## src/rtl/blink_tick_gen.sv

```systemverilog
// Rate generator for the LED ring: a 1-cycle tick and a 50%-duty step_clk at one of
// four button-selected rates, paused and resumed by a synchronised run switch.
module blink_tick_gen #(
    parameter int BASE_DIV     = 6000000,
    parameter int DEBOUNCE_CYC = 120000
) (
    input  logic       clk,
    input  logic       reset_n,
    input  logic       run_i,
    input  logic       speed_btn,
    output logic       tick,
    output logic       step_clk,
    output logic [1:0] speed_sel,
    output logic       running
);

    localparam int CNT_W = $clog2(BASE_DIV);
    localparam int DB_W  = $clog2(DEBOUNCE_CYC);
    localparam logic [DB_W-1:0] DB_LAST = DB_W'(DEBOUNCE_CYC - 1);

    logic             r_run_meta;
    logic             r_btn_meta;
    logic             r_btn_sync;
    logic             r_btn_stable;
    logic [DB_W-1:0]  r_db_cnt;
    logic [CNT_W-1:0] r_cnt;

    logic [31:0]      w_period;
    logic [CNT_W-1:0] w_last;
    logic [CNT_W-1:0] w_half_last;
    logic             w_btn_mismatch;
    logic             w_db_done;
    logic             w_press;

    // NOTE: every flop below uses non-blocking assignment so all registers sample
    // the pre-edge values of their neighbours, exactly like the hardware.
    always_ff @(posedge clk or negedge reset_n) begin
        if (!reset_n) begin
            r_run_meta <= 1'b0;
            running    <= 1'b0;
            r_btn_meta <= 1'b0;
            r_btn_sync <= 1'b0;
        end else begin
            r_run_meta <= run_i;
            running    <= r_run_meta;
            r_btn_meta <= speed_btn;
            r_btn_sync <= r_btn_meta;
        end
    end

    assign w_btn_mismatch = (r_btn_sync != r_btn_stable);
    assign w_db_done      = w_btn_mismatch && (r_db_cnt == DB_LAST);
    assign w_press        = w_db_done && r_btn_sync;

    // A press is accepted only on the rising edge of the debounced level.
    always_ff @(posedge clk or negedge reset_n) begin
        if (!reset_n) begin
            r_db_cnt     <= '0;
            r_btn_stable <= 1'b0;
            speed_sel    <= 2'd0;
        end else begin
            if (!w_btn_mismatch || w_db_done) begin
                r_db_cnt <= '0;
            end else begin
                r_db_cnt <= r_db_cnt + 1'b1;
            end
            if (w_db_done) begin
                r_btn_stable <= r_btn_sync;
            end
            if (w_press) begin
                speed_sel <= speed_sel + 2'd1;
            end
        end
    end

    assign w_period    = BASE_DIV >> speed_sel;
    assign w_last      = CNT_W'(w_period - 32'd1);
    assign w_half_last = CNT_W'((w_period >> 1) - 32'd1);

    always_ff @(posedge clk or negedge reset_n) begin
        if (!reset_n) begin
            r_cnt    <= '0;
            tick     <= 1'b0;
            step_clk <= 1'b0;
        end else if (w_press) begin
            r_cnt    <= '0;
            tick     <= 1'b0;
            step_clk <= 1'b0;
        end else if (!running) begin
            tick <= 1'b0;
        end else if (r_cnt == w_last) begin
            r_cnt    <= '0;
            tick     <= 1'b1;
            step_clk <= 1'b1;
        end else begin
            r_cnt <= r_cnt + 1'b1;
            tick  <= 1'b0;
            if (r_cnt == w_half_last) begin
                step_clk <= 1'b0;
            end
        end
    end

endmodule

```

## config.mk

```make
export PLATFORM = sky130hd
export DESIGN_NAME = blink_tick_gen
export DESIGN_NICKNAME = d
export VERILOG_FILES = /design/src/rtl/blink_tick_gen.sv
export SDC_FILE = /design/constraint.sdc
export NUM_CORES = 1
export LEC_CHECK = 0
export ABC_CLOCK_PERIOD_IN_PS = 6400
export CORE_ASPECT_RATIO = 1.75
export CORE_UTILIZATION = 25
export CTS_BUF_LIST = sky130_fd_sc_hd__clkbuf_8
export CTS_CLUSTER_SIZE = 10
export DETAILED_ROUTE_END_ITERATION = 8
export GPL_ROUTABILITY_DRIVEN = 0
export PLACE_DENSITY = 0.49
export SLEW_MARGIN = 20
export SYNTH_ARGS = -nofsm -noshare
export SYNTH_HDL_FRONTEND = slang
export SYNTH_SLANG_ARGS = --single-unit
```

## constraint.sdc

```tcl
create_clock -name clk -period 6.4 [get_ports clk]
set_input_delay 1.28 -clock clk [delete_from_list [all_inputs] [get_ports clk]]
set_output_delay 1.28 -clock clk [all_outputs]
set_load 0.01 [all_outputs]
```

==> results of run 1 <==
power by group through the flow:
stage	sequential (mW)	clock, mW	combinational (mW)
after floorplan	0.347	0	0.0636
after global placement	0.371	0	0.0671
after detailed placement	0.371	0	0.0680
after CTS	0.365	0.192	0.0686
after global routing	0.368	0.200	0.0769
final	0.365	0.184	0.0670
registers in the layout (all words and copies together) (netlist names):
register	flops
r_btn_meta	1
r_btn_stable	1
r_btn_sync	1
r_cnt	23
r_db_cnt	17
r_run_meta	1
running	1
speed_sel	2
step_clk	1
tick	1
synth_stat cells (2+ instances only):
cell type	number
nand2b_1	5
or3b_1	2
nand4_1	3
clkbuf_1	7
nand2_1	29
nor2_1	41
inv_1	8
buf_2	6
dfrtp_1	49
nor2b_1	4
a21oi_1	10
xor2_1	11
or3_1	6
o21ai_0	8
and3_1	10
xnor2_1	37
nor3_1	2
nand4b_1	2
nor4b_2	2
nand3b_1	3
nor4_1	7
nor2_2	3
nand3_1	24
nor3_2	6
a31oi_1	2
or4_1	2
ha_1	10
per-stage QoR:
stage	util	hold slack (ns)	instances
after CTS	0.278	0.357	466
after global routing	0.278	0.369	466
after global placement	0.271	0.332	458
final	0.278	0.355	466
after detailed placement	0.271	0.335	458
after floorplan	-	0.331	326
per-layer routing:
| metal | global-route usage | vias up |
|---|---|---|
| met4 | 0.0933 | 0 |
| met1 | 0.122 | 1137 |
| met3 | 0.0190 | 27 |
| met2 | 0.244 | 52 |
| li1 | - | 1122 |
| met5 | 0 | - |
cell usage in the layout (no fill, tap or decap), drive strengths merged, types with 4 or more instances in the layout:
cell type / n
a21oi: 11
and3: 10
clkbuf: 5
clkdlybuf4s50: 7
dfrtp: 49
ha: 10
inv: 9
nand2: 30
nand2b: 5
nand3: 24
nor2: 44
nor2b: 4
nor3: 9
nor4: 9
o21ai: 8
or3: 6
xnor2: 37
xor2: 11
worst min path at each step:
stage / depth (start not counted) / end
floorplan: 0 / r_btn_sync$_DFF_PN0_
global placement: 0 / r_btn_sync$_DFF_PN0_
detailed placement: 0 / running$_DFF_PN0_
CTS: 0 / running$_DFF_PN0_
global route: 0 / running$_DFF_PN0_
finish: 0 / running$_DFF_PN0_
cell families (layout without fill, tap and decap cells):
kind of cell / after synthesis / count (layout) / share of synthesized area
AND/OR/NAND/NOR: 160 / 160 / 0.296
XOR/XNOR: 49 / 49 / 0.145
flip-flops: 49 / 49 / 0.402
AO/OA/AOI/OAI: 32 / 32 / 0.0723
buffers and inverters: 24 / 27 / 0.0357
adder cells (fa/ha/maj): 10 / 10 / 0.0411
multiplexers: 2 / 2 / 0.00698
final cells by class:
| cell class | count | area, um2 |
|---|---|---|
| Multi-Input combinational cell | 253 | 1710 |
| Sequential cell | 49 | 1230 |
| Fill cell | 1299 | 8620 |
| Inverter | 9 | 33.8 |
| Tap cell | 137 | 171 |
| Clock inverter | 3 | 18.8 |
| Timing Repair Buffer | 10 | 90.1 |
| Clock buffer | 5 | 68.8 |
==> run metrics, run 1 <==
Seq/Total Area, Yosys 0.402; worst setup path category reg -> out; hold_buf cts 0; hold path start r_run_meta$_DFF_PN0_; Most used DFF post-synth dfrtp_1; Die Y 148 um; worst path bufs/invs 1; Cell Int Power 433 uW; DR iter-0 viols 138; DR top layer met4; YS warnings 0; Tightest Pin Transition 0.660 ns; Clock Latency Late Sink 0.32 ns; Comb pwr share 0.109; setup ws final 3.57 ns; Mapped Cells 326; postcts setup bufs 0; fin nets 342; Total GRT Usage 0.129; total power 616 uW; fin crit period 2.83 ns; leading post-synthesis cells by cell area dfrtp_1, xnor2_1, nor2_1, ha_1, nand3_1; Residual DRC 0; n_diodes 0; I/O pin count 9; Cell Area, Synth 3050 um2; CP top delay family buffers and inverters; Die Wd 85.5 um; hpwl dp 5760 um; DR WL/cell 16.1 um; MaxCap Viol Count 0; Worst Reg2Reg Path Length in Cells 10; Switching Share 0.298; largest fanout on the critical path 10; total net switching power 184 uW; r2r setup slk 3.58 ns; post-CTS resize count 0; CP Data Arrival Time 1.55 ns; setup TNS 0 ns; Placement Setup Slack 3.57 ns; worst reg2reg path startpoint speed_sel[1]$_DFFE_PN0P_; number of synthesized flops with an enable pin 0; Reg clk slew, reported paths 0.09 ns; post-synth top area cell dfrtp_1; CP Launch Point running$_DFF_PN0_; post-route cell area 3320 um2; Longest Clk Path Bufs 2; Core ar. 11900 um2; RSZ-0062 raised after global routing false; Mean Syn Cell Area 9.35 um2; Fin. Hold Viols 0; Critical-path top delay cell clkdlybuf4s50_1; final slew viol count 0; Reg power frac 0.592; Cell Chain, Critical Path clkdlybuf4s50_1; met3 WL 185 um; GRT Residual Overflow 0; Lkg Pwr 1.28 nW; port bufs 8; CTS root buf clkbuf_8; DR pass1 iterations 4; crit end category primary output; post-synth top area share 0.402; first-pass GRT wire length 12400 um; Cell Pwr Density 186 nW/um2; total CTS buffers 5; reg2reg end r_cnt[14]$_DFFE_PN0P_; drt via density 5.02; initial antenna violation count 0; wire length on met1 2610 um; Clk pwr share 0.299; Clock Sinks 49; Worst setup SP type flip-flop; Setup crit end running; Post-synth ARST share 1.00; WP data required 5.12 ns; Area Overhead vs Synth 8.99%; Yosys cell types 54; status finished clean; Starting Density 0.255; worst vdd ir 0.145 mV; CTS tree built; die area 12600 um2; vias in the first global route 2433; CP Depth 1; placed inst area 3230 um2; Routed WL 7520 um; Slew headroom 0.560; Critical Path Max Stage Delay 0.62 ns; met2 wire len 4230 um; row count 53; syn nets 340; HP Class reg -> reg; Layout Skew 0.0144 ns; share of layout cells above drive strength 1 0.0942; CTS H-tree depth 2; largest net degree at the start of global routing 50; fmax 354 MHz; final cycle utilization of the critical path 0.442; FF+latch count, synth 49; Vias 2338; ANT nets after route 0; # setup viols final 0
(Power assumes the default switching activity.)
==> inputs of run 2 (changes only) <==
Settings changed: ABC_CLOCK_PERIOD_IN_PS 6400 to 2400, PLACE_DENSITY 0.49 to 0.5.
Clock period 6.4 ns to 2.4 ns, I/O delays scaled along.
==> run 2 against run 1 <==
  * Core utilization rose by 2.7 points
  * Sequential cell count did not move
  * Sequential share of layout area shrank 3.2 points
  * Power rose to 2.9 times the previous value
  * Via count up 4.9%
  * Sequential power increased to 2.7 times the previous value
  * Worst setup slack lost 3.5 ns
  * Critical path type is now reg -> reg
==> run metrics, run 2 (synthesis gave the netlist of run 1 again) <==
Comb pwr share 0.120; fmax 433 MHz; ANT nets after route 0; n_diodes 0; vias in the first global route 2592; Critical Path Max Stage Delay 0.46 ns; CTS root buf clkbuf_8; Layout Skew 0.0159 ns; Slew headroom 0.579; most frequent cells in the layout dfrtp_1, nor2_1, xnor2_1; max reg flops 23; Biggest register r_cnt; largest fanout on the critical path 5; fin crit period 2.31 ns; Die Y 148 um; Clock Latency Late Sink 0.31 ns; setup ws final 0.0883 ns; drt via density 4.98; Die Wd 85.5 um; Core Util, Final 0.305; Placement Setup Slack -0.0458 ns; MaxCap Viol Count 0; final cycle utilization of the critical path 0.963; die area 12600 um2; total CTS buffers 5; postcts setup bufs 0; Worst setup SP type flip-flop; total net switching power 507 uW; DR iter-0 viols 105; worst path bufs/invs 3; Clk pwr share 0.337; worst vdd ir 0.306 mV; Critical-path top delay cell dfrtp_2; initial antenna violation count 0; Starting Density 0.255; first-pass GRT wire length 13000 um; Fin. Hold Viols 0; fin nets 369; Vias 2453; Core ar. 11900 um2; Cell Pwr Density 490 nW/um2; port bufs 8; RSZ-0062 raised after global routing true; CP Data Arrival Time 2.51 ns; status finished clean; commonest non-fill, non-tap cell in the layout dfrtp_1; final slew viol count 0; hpwl dp 6280 um; row count 53; Largest regs r_cnt: 23 flops, r_db_cnt: 17 flops, speed_sel: 2 flops; setup TNS 0 ns; fin cells 493; Routed WL 8040 um; Total GRT Usage 0.135; share of layout cells above drive strength 1 0.197; Area Overhead vs Synth 19.5%; CTS H-tree depth 2; # setup viols final 0; Longest Clk Path Bufs 2; Reg clk slew, reported paths 0.10 ns; Cell Chain, Critical Path inv_4 > ha_1 > inv_1 > ha_4 > xnor2_1 > nor4_1 > buf_4 > and4_4 > nand2_2 > a31oi_1 > a21oi_1; DR WL/cell 16.3 um; Tightest Pin Transition 0.632 ns; WP data required 2.59 ns; Clock Sinks 49; Switching Share 0.284; GRT Residual Overflow 0; HP Class in -> async; Lkg Pwr 1.44 nW; crit end category flip-flop; Cell Int Power 1.28 mW; hold_buf cts 0; CP top delay family simple AND/OR/NAND/NOR gates; DP Cell Count 485; DR pass1 iterations 4; total power 1.79 mW; Residual DRC 0; largest net degree at the start of global routing 28; I/O pin count 9; worst setup path category reg -> reg; Reg power frac 0.542; CTS tree built
[run 2: layout make-up]
| type | instances | area, um2 |
|---|---|---|
| Sequential cell | 49 | 1230 |
| Fill cell | 1265 | 8290 |
| Inverter | 9 | 36.3 |
| Clock inverter | 3 | 42.5 |
| Timing Repair Buffer | 37 | 305 |
| Clock buffer | 5 | 68.8 |
| Tap cell | 137 | 171 |
| Multi-Input combinational cell | 253 | 1790 |
[run 2: power by group through the flow]
stage / clock [mW] / combinational [mW] / sequential [mW]
2_1_floorplan: 0 / 0.172 / 0.926
3_3_place_gp: 0 / 0.205 / 0.978
3_5_place_dp: 0 / 0.210 / 0.982
4_1_cts: 0.626 / 0.211 / 0.965
5_1_grt: 0.647 / 0.244 / 0.977
6_report: 0.602 / 0.215 / 0.968
[run 2: worst paths after layout]
| check | from | to | slack [ns] | depth (start not counted) |
|---|---|---|---|---|
| setup / recovery | speed_sel[1]$_DFFE_PN0P_ | r_cnt[6]$_DFFE_PN0P_ | 0.09 | 11 |
| hold / removal | reset_n | r_cnt[7]$_DFFE_PN0P_ | 0.17 | 1 |
| setup reg to reg | speed_sel[1]$_DFFE_PN0P_ | r_cnt[6]$_DFFE_PN0P_ | 0.09 | 11 |
| hold reg to reg | r_run_meta$_DFF_PN0_ | running$_DFF_PN0_ | 0.36 | 0 |
| max in group asynchronous | reset_n | r_cnt[20]$_DFFE_PN0P_ | 1.60 | 2 |
| min in group clk | r_run_meta$_DFF_PN0_ | running$_DFF_PN0_ | 0.36 | 0 |
[run 2: repair_timing]
| action | CTS | global route |
|---|---|---|
| hold endpoints to repair | 0 | 0 |
| resized for setup | 2 | 15 |
| pin swaps | 2 | 7 |
| setup endpoints to repair | 19 | 21 |
[run 2: metal layers]
layer / track usage / vias to the layer above / share of wire
li1: - / 1176 / -
met1: 0.120 / 1201 / 0.35
met2: 0.268 / 46 / 0.57
met3: 0.0184 / 30 / 0.015
met4: 0.0958 / 0 / 0.061
met5: 0 / - / 0
[run 2: through the flow]
step / hold slack [ns] / area (um2)
floorplan: 0.184 / 3050
global placement: 0.336 / 3450
detailed placement: 0.338 / 3450
CTS: 0.177 / 3570
global route: 0.219 / 3640
finish: 0.172 / 3640
==> inputs of run 3 (changes only) <==
Settings changed: GPL_TIMING_DRIVEN set to 0.
==> run 3 against run 2 <==
  * Fmax shrank 2.0%
  * Core utilization is 0.40 points lower
  * Power is 1.2% lower
  * Sequential power is 3.8% lower
  * Non-clock buffer count down 6
  * Final cell count fell by 1.4%
  * Design area shrank 1.3%
  * Sequential cell count stayed put
  * Worst setup slack worse by 0.047 ns
  * Critical endpoint is now r_cnt[8]$_DFFE_PN0P_
==> run metrics, run 3 (synthesis gave the netlist of run 1 again) <==
fin nets 363; setup ws final 0.0412 ns; fin cells 486; Starting Density 0.255; Reg power frac 0.528; RSZ-0062 raised after global routing true; die area 12600 um2; most frequent cells in the layout dfrtp_1, nor2_1, xnor2_1; # setup viols final 0; DP Cell Count 471; Switching Share 0.279; fmax 424 MHz; setup TNS 0 ns; CTS tree built; row count 53; HP Class in -> async; Cell Int Power 1.27 mW; worst vdd ir 0.537 mV; Core ar. 11900 um2; DR WL/cell 15.6 um; WHS 0.176 ns; Comb pwr share 0.140; Routed WL 7570 um; Area Overhead vs Synth 18.0%; Clk pwr share 0.332; Placement Setup Slack -0.457 ns; initial antenna violation count 0; final cycle utilization of the critical path 0.983; CTS root buf clkbuf_8; n_diodes 0; total power 1.76 mW; MaxCap Viol Count 0; max reg flops 23; Biggest register r_cnt; Lkg Pwr 1.39 nW; largest net degree at the start of global routing 50; Clock Latency Late Sink 0.32 ns; commonest non-fill, non-tap cell in the layout dfrtp_1; total CTS buffers 5; CP Data Arrival Time 2.54 ns; Clock Sinks 49; status finished clean; vias in the first global route 2524; GRT Residual Overflow 0; Longest Clk Path Bufs 2; Fin. Hold Viols 0; Total GRT Usage 0.127; Worst setup SP type flip-flop; Cell Pwr Density 491 nW/um2; Residual DRC 0; worst setup path category reg -> reg; WP data required 2.58 ns; share of layout cells above drive strength 1 0.181; DR iter-0 viols 121; drt via density 4.97; Layout Skew 0.0160 ns; I/O pin count 9; fin crit period 2.36 ns; DR pass1 iterations 4; Largest regs r_cnt: 23 flops, r_db_cnt: 17 flops, speed_sel: 2 flops; Vias 2414; total net switching power 492 uW; first-pass GRT wire length 12400 um; Die Wd 85.5 um; port bufs 8; largest fanout on the critical path 5; crit end category flip-flop; Reg clk slew, reported paths 0.10 ns; Die Y 148 um; CTS H-tree depth 2; hpwl dp 5750 um; Slew headroom 0.588; ANT nets after route 0; final slew viol count 0; Tightest Pin Transition 0.618 ns
run 3: cell count changes in the layout (fill, tap and decap cells not counted), moves of 2 or more:
cell,before,now
buf_4,28,9
clkbuf_1,0,7
buf_2,1,6
inv_1,7,5
run 3: path summary, 6_finish.rpt:
kind | start | end | slack (ns) | cells after the start
worst max-delay path | speed_sel[1]$_DFFE_PN0P_ | r_cnt[8]$_DFFE_PN0P_ | 0.04 | 8
worst min-delay path | reset_n | r_db_cnt[13]$_DFF_PN0_ | 0.18 | 1
worst max register to register | speed_sel[1]$_DFFE_PN0P_ | r_cnt[8]$_DFFE_PN0P_ | 0.04 | 8
worst min register to register | r_btn_meta$_DFF_PN0_ | r_btn_sync$_DFF_PN0_ | 0.36 | 0
max in group asynchronous | reset_n | speed_sel[0]$_DFFE_PN0P_ | 1.77 | 1
min in group clk | r_btn_meta$_DFF_PN0_ | r_btn_sync$_DFF_PN0_ | 0.36 | 0
run 3: power groups by stage:
| stage | Clock, mW | Combinational (mW) | Sequential, mW |
|---|---|---|---|
| floorplan | 0 | 0.172 | 0.926 |
| global placement | 0 | 0.233 | 0.945 |
| detailed placement | 0 | 0.235 | 0.947 |
| CTS | 0.614 | 0.238 | 0.931 |
| global route | 0.639 | 0.274 | 0.939 |
| finish | 0.586 | 0.247 | 0.931 |
run 3: metrics by stage:
step	utilization	area [um2]
6_report	0.301	3590
5_1_grt	0.301	3590
3_3_place_gp	0.276	3300
2_1_floorplan	-	3050
4_1_cts	0.295	3520
3_5_place_dp	0.276	3300
run 3: repair_timing:
item	4_1_cts	5_1_grt
hold buffers	0	0
gates resized for setup	17	11
pin swaps	6	11
setup endpoints to repair	24	19
cloned	0	0
setup buffers	5	3
run 3: cell type report:
cell class | count | area, um2
Buffer | 15 | 75.1
Clock buffer | 5 | 68.8
Clock inverter | 2 | 35.0
Fill cell | 1259 | 8340
Inverter | 9 | 43.8
Multi-Input combinational cell | 253 | 1820
Sequential cell | 49 | 1230
Tap cell | 137 | 171
Timing Repair Buffer | 16 | 150
run 3: layer usage:
| layer | part of all wire | track usage | wire length (um) | up-vias |
|---|---|---|---|---|
| li1 | - | - | - | 1166 |
| met1 | 0.35 | 0.115 | 2640 | 1175 |
| met2 | 0.57 | 0.255 | 4340 | 43 |
| met3 | 0.014 | 0.0168 | 107 | 30 |
| met4 | 0.064 | 0.0808 | 481 | 0 |
| met5 | 0 | 0 | 0 | - |
run 3: critical path, cell delays in order, from the launching register on:
cell and delay (ns):
dfrtp_2 0.45, clkinv_4 0.09, ha_4 0.17, or3b_1 0.36
a222oi_1 0.46, and4_4 0.35, a21oi_2 0.09, a41oi_2 0.17
a21oi_1 0.08
